[config.mk]
export PLATFORM = sky130hd
export DESIGN_NAME = uncached_dbus_bridge
export DESIGN_NICKNAME = d
export VERILOG_FILES = /design/src/rtl/uncached_dbus_bridge_pkg.sv /design/src/rtl/uncached_wbuf.sv /design/src/rtl/uncached_dbus_bridge.sv
export SDC_FILE = /design/constraint.sdc
export NUM_CORES = 1
export LEC_CHECK = 0
export ABC_CLOCK_PERIOD_IN_PS = 4500
export BUFFER_PORTS_ARGS = -buffer_cell sky130_fd_sc_hd__buf_4
export CAP_MARGIN = 20
export CORE_ASPECT_RATIO = 2
export CORE_MARGIN = 2
export CORE_UTILIZATION = 50
export CTS_BUF_LIST = sky130_fd_sc_hd__clkbuf_4 sky130_fd_sc_hd__clkbuf_8 sky130_fd_sc_hd__clkbuf_16
export DETAILED_ROUTE_END_ITERATION = 8
export PLACE_DENSITY = 0.72
export SKIP_CTS_REPAIR_TIMING = 1
export SLEW_MARGIN = 20
export SYNTH_ARGS = -nofsm -noshare
export SYNTH_HDL_FRONTEND = slang
export SYNTH_SLANG_ARGS = --single-unit
[constraint.sdc]
create_clock -name clk -period 4.5 [get_ports clk]
set_clock_uncertainty 0.15 [all_clocks]
set_input_delay 0 -clock clk [delete_from_list [all_inputs] [get_ports clk]]
set_output_delay 0 -clock clk [all_outputs]
set_load 0.1 [all_outputs]
[src/rtl/uncached_dbus_bridge_pkg.sv]
// Shared types for the uncached data-bus bridge:
// write-buffer entry layout and load FSM states.
package uncached_dbus_bridge_pkg;

  localparam int UNCACHED_WBUF_DEPTH = 4;

  typedef struct packed {
    logic [31:0] addr;
    logic [3:0]  be;
    logic [31:0] data;
  } uncached_wbuf_entry_t;

  typedef enum logic [2:0] {
    RD_IDLE,
    RD_DRAIN,
    RD_REQ,
    RD_RESP,
    RD_DONE
  } uncached_rd_state_t;

endpackage

[src/rtl/uncached_wbuf.sv]
// Posted-store FIFO for the uncached bridge.
// Power-of-two depth; pointers wrap naturally.
module uncached_wbuf
  import uncached_dbus_bridge_pkg::*;
#(
  parameter int DEPTH = UNCACHED_WBUF_DEPTH
) (
  input  logic                       clk,
  input  logic                       rst,
  input  logic                       push,
  input  uncached_wbuf_entry_t       push_data,
  input  logic                       pop,
  output uncached_wbuf_entry_t       head,
  output logic                       full,
  output logic                       empty,
  output logic [$clog2(DEPTH):0]     count
);

  localparam int AW = $clog2(DEPTH);

  logic [AW-1:0]        wr_ptr;
  logic [AW-1:0]        rd_ptr;
  logic                 do_push;
  logic                 do_pop;
  uncached_wbuf_entry_t mem_q [DEPTH];

  assign full    = (count == (AW+1)'(DEPTH));
  assign empty   = (count == '0);
  assign do_push = push & ~full;
  assign do_pop  = pop & ~empty;
  assign head    = mem_q[rd_ptr];

  always_ff @(posedge clk) begin
    if (rst) begin
      wr_ptr <= '0;
      rd_ptr <= '0;
      count  <= '0;
    end else begin
      if (do_push) wr_ptr <= wr_ptr + 1'b1;
      if (do_pop)  rd_ptr <= rd_ptr + 1'b1;
      if (do_push & ~do_pop)
        count <= count + 1'b1;
      else if (do_pop & ~do_push)
        count <= count - 1'b1;
    end
  end

  always_ff @(posedge clk) begin
    if (do_push) mem_q[wr_ptr] <= push_data;
  end

endmodule

[src/rtl/uncached_dbus_bridge.sv]
// Uncached data-bus bridge: posted stores via a write
// buffer, loads served in order once the buffer drains.
module uncached_dbus_bridge
  import uncached_dbus_bridge_pkg::*;
#(
  parameter int WBUF_DEPTH = UNCACHED_WBUF_DEPTH
) (
  input  logic        clk,
  input  logic        rst,
  input  logic        dbus_read,
  input  logic        dbus_write,
  input  logic [31:0] dbus_address,
  input  logic [3:0]  dbus_byteenable,
  input  logic [31:0] dbus_wrdata,
  output logic        dbus_stall,
  output logic [31:0] dbus_rddata,
  output logic        mem_req_valid,
  input  logic        mem_req_ready,
  output logic        mem_req_wr,
  output logic [31:0] mem_req_addr,
  output logic [3:0]  mem_req_be,
  output logic [31:0] mem_req_wdata,
  input  logic        mem_resp_valid,
  input  logic [31:0] mem_resp_rdata
);

  localparam int CW = $clog2(WBUF_DEPTH) + 1;

  uncached_rd_state_t   state;
  uncached_rd_state_t   state_nxt;
  uncached_wbuf_entry_t head;
  uncached_wbuf_entry_t push_data;
  logic                 full;
  logic                 empty;
  logic                 push;
  logic                 pop;
  logic                 st_issue;
  logic [CW-1:0]        count;

  // A full buffer refuses the store even if the head pops now.
  assign push      = dbus_write & ~full;
  assign push_data = '{addr: dbus_address,
                       be:   dbus_byteenable,
                       data: dbus_wrdata};
  assign st_issue  = ((state == RD_IDLE) | (state == RD_DRAIN))
                   & ~empty;
  assign pop       = st_issue & mem_req_ready;

  uncached_wbuf #(
    .DEPTH(WBUF_DEPTH)
  ) u_wbuf (
    .clk      (clk),
    .rst      (rst),
    .push     (push),
    .push_data(push_data),
    .pop      (pop),
    .head     (head),
    .full     (full),
    .empty    (empty),
    .count    (count)
  );

  always_ff @(posedge clk) begin
    if (rst) state <= RD_IDLE;
    else     state <= state_nxt;
  end

  always_comb begin
    state_nxt = state;
    unique case (state)
      RD_IDLE:
        if (dbus_read)
          state_nxt = (count != '0) ? RD_DRAIN : RD_REQ;
      RD_DRAIN:
        if (count == '0) state_nxt = RD_REQ;
      RD_REQ:
        if (mem_req_ready) state_nxt = RD_RESP;
      RD_RESP:
        if (mem_resp_valid) state_nxt = RD_DONE;
      RD_DONE:
        state_nxt = RD_IDLE;
      default:
        state_nxt = RD_IDLE;
    endcase
  end

  always_comb begin
    dbus_stall    = 1'b0;
    mem_req_valid = 1'b0;
    mem_req_wr    = 1'b0;
    mem_req_addr  = '0;
    mem_req_be    = '0;
    mem_req_wdata = '0;
    unique case (1'b1)
      state == RD_IDLE:
        dbus_stall = dbus_read | (dbus_write & full);
      state == RD_DRAIN,
      state == RD_REQ,
      state == RD_RESP:
        dbus_stall = 1'b1;
      default:
        dbus_stall = 1'b0;
    endcase
    if (st_issue) begin
      mem_req_valid = 1'b1;
      mem_req_wr    = 1'b1;
      mem_req_addr  = head.addr;
      mem_req_be    = head.be;
      mem_req_wdata = head.data;
    end else if (state == RD_REQ) begin
      mem_req_valid = 1'b1;
      mem_req_addr  = dbus_address;
      mem_req_be    = 4'hF;
    end
  end

  always_ff @(posedge clk) begin
    if (rst)
      dbus_rddata <= '0;
    else if ((state == RD_RESP) & mem_resp_valid)
      dbus_rddata <= mem_resp_rdata;
  end

endmodule

==> impl_metrics.csv <==
group,metric,value,unit
floorplanning,io_pins,209,
place,port_buffers,208,
detailed_routing,vias,7310,
setup_path,slowest_stage,"dfxtp_4",
grt,grt_antenna_before_repair,0,
detailed_routing,viasPerCell,5.63,
clocking,cts.path.max_buffers,3,
detailed_routing,dr.pass1.iters,4,
grt,grt_pass1_wl,39000,um
timing,drv_slew,0,
floorplanning,row_count,80,
timing,min_period_over_period,0.684,
timing,finalHoldViolCount,0,
synthesis,ys_ff_latch,316,
synthesis,synth-edff-count,272,
timing,whs,0.0652,ns
floorplanning,coreArea,23800,um2
setup_path,worstSetupEndpointType,"output pin",
synthesis,synthAdderAreaFrac,0.00680,
synthesis,syn_inst,653,
place,hpwl,15800,um
synthesis,synth_compound_area_frac,0.0481,
clocking,cts_buffers,27,
power_and_ir_drop,p_leak,0.00602,uW
synthesis,ys_seq_area_frac,0.745,
synthesis,synthSimpleGateAreaFrac,0.0496,
setup_path,path_class,"flip-flop to output pin",
layout,nets,1104,
layout,area_growth,34.2,%
power_and_ir_drop,vdd_drop_max,0.000707,V
synthesis,synth_top_family_by_area,"multiplexers",
detailed_routing,wirelength,28200,um
setup_path,cp-start-kind,"flip-flop",
setup_path,r2r_slack,1.93,ns
synthesis,ys.flop_type,"edfxtp_1",
place,gp_congestion,0.810,
detailed_routing,route.detailed.drc,0,
clocking,root_buffer,"clkbuf_16",
clocking,cts_tree,"done",
status,status,"completed",
layout,post-route-util,0.684,
setup_path,cp_top_family,"flip-flops",
clocking,clk_latency,0.53,ns
synthesis,synth_xor_area_frac,0.00144,
power_and_ir_drop,p_total,11700,uW
floorplanning,dieHeight,224,um
synthesis,yosys_warnings,0,
detailed_routing,ant_nets,0,
layout,antenna_cells,0,
setup_path,critPathMaxStageDelay,0.96,ns
synthesis,async_flop_share,0,
setup_path,crit_fanout,45,
grt,grt_usage,0.200,
clocking,clk_pin_slew,0.07,ns
setup_path,cp_common_cell,"buf_4",
synthesis,syn_area_per_cell,18.6,um2
floorplanning,die_w,114,um
grt,grt_pass1_vias,7171,
detailed_routing,drt_iter0_drc,469,
synthesis,muxShareOfSynthArea,0.127,
layout,layout_common_cells,"272 x edfxtp_1, 214 x buf_4, 136 x dlygate4sd3_1, 68 x mux4_2, 66 x nand2_1",
min_path,hold_class,"input port to flip-flop",
synthesis,synth_cell_types,37,
timing,worst_slew_pin_slew,1.05,ns
floorplanning,start_util,0.510,
setup_path,path_buf_inv,2,
timing,min_period,3.08,ns
power_and_ir_drop,p_per_area,720,nW/um2
run,drv_cap,0,
synthesis,syn_nets,765,
layout,drive_above_1_share,0.346,
setup_path,crit_arrival,2.93,ns
layout,final_common_cell,"edfxtp_1",
grt,grt_start_max_net_pins,69,
timing,tns,0,ns
timing,rsz0062_at_grt,"no",
setup_path,critPathRequiredTime,4.35,ns
detailed_routing,wl_per_cell,21.7,um
synthesis,syn-cell-area,12100,um2
grt,grt_overflow,0,
timing,fmax,325,MHz
clocking,clock_sinks,316,
timing,setup_viol_count_final,0,
timing,slew_headroom,0.298,
clocking,htree_num_levels,1,
setup_path,path_cells,"buf_4 -> mux4_2 -> and3_1 -> buf_4",
floorplanning,die_area,25600,um2
[kinds of logic after synthesis]
| group | after synthesis |
|---|---|
| AO/OA/AOI/OAI | 85 |
| XOR/XNOR | 2 |
| adder cells (fa/ha/maj) | 6 |
| buffers and inverters | 51 |
| flip-flops | 316 |
| multiplexers | 69 |
| AND/OR/NAND/NOR | 124 |
[power by group]
part | switching (uW) | total (uW) | internal (uW)
clock network | 982 | 2310 | 1330
registers | 214 | 3680 | 3460
logic | 4310 | 5750 | 1430
total | 5510 | 11700 | 6220
[through the flow]
| stage | cell area [um2] | cells | setup slack [ns] |
|---|---|---|---|
| 6_report | 16300 | 1299 | 1.42 |
| 5_1_grt | 16300 | 1299 | 1.19 |
| 4_1_cts | 14800 | 1158 | 1.29 |
| 3_5_place_dp | 13900 | 1109 | 1.87 |
| 3_3_place_gp | 13900 | 1109 | 1.89 |
| 2_1_floorplan | 12100 | 653 | 1.34 |
[synth_stat cells, types with 2 or more instances]
library cell    n  area, um2
xor2_1          2       17.5
mux4_2         68       1530
nand3_1         2       10.0
a22o_1         32        280
a31o_2          2       17.5
o21ai_0         4       20.0
clkbuf_1       24       90.1
nor3_1          3       15.0
buf_2          16       80.1
a211oi_1        2       15.0
dfxtp_1        44        881
ha_1            5       62.6
nand2_1        66        248
nor2_1          8       30.0
edfxtp_1      272       8170
a21oi_1        37        185
buf_12          3       60.1
a21o_1          4       30.0
inv_1           5       18.8
or3_1           2       12.5
and3_1         36        225
[worst register-to-register path, delay by kind of cell (launching register included)]
kind / cells / cell delay [ns]
buffers and inverters: 1 / 0.53
AO/OA/AOI/OAI: 2 / 0.63
AND/OR/NAND/NOR: 1 / 0.83
flip-flops: 1 / 0.37
[state kept, by name, indices dropped and copies added, names as in the netlist, named ones only]
register,flops
u_wbuf.mem_q,272
dbus_rddata,32
state,3
u_wbuf.count,3
u_wbuf.rd_ptr,2
u_wbuf.wr_ptr,2
[routing by layer]
metal | routed length (um) | global-route usage
met5 | 0 | 0
met4 | 805 | 0.0810
met3 | 1480 | 0.0334
met2 | 15600 | 0.373
met1 | 10400 | 0.222
[final timing paths]
check / start / to / cells after the start
setup / recovery: flip-flop / mem_req_wdata[2] / 4
hold / removal: dbus_wrdata[21] / u_wbuf.mem_q[0][21] / 2
setup reg to reg: u_wbuf.count[0] / flip-flop / 4
hold reg to reg: dbus_rddata[6] / dbus_rddata[6] / 2
[layout make-up]
type | instances | area (um2)
multi-input combinational | 286 | 2860
fill | 1529 | 7530
clock buffer | 43 | 867
clock inverter | 6 | 33.8
sequential | 316 | 9060
tap | 287 | 359
timing repair buffer | 355 | 3090
inverter | 6 | 22.5
No activity file was read; power rests on OpenSTA's default activity.
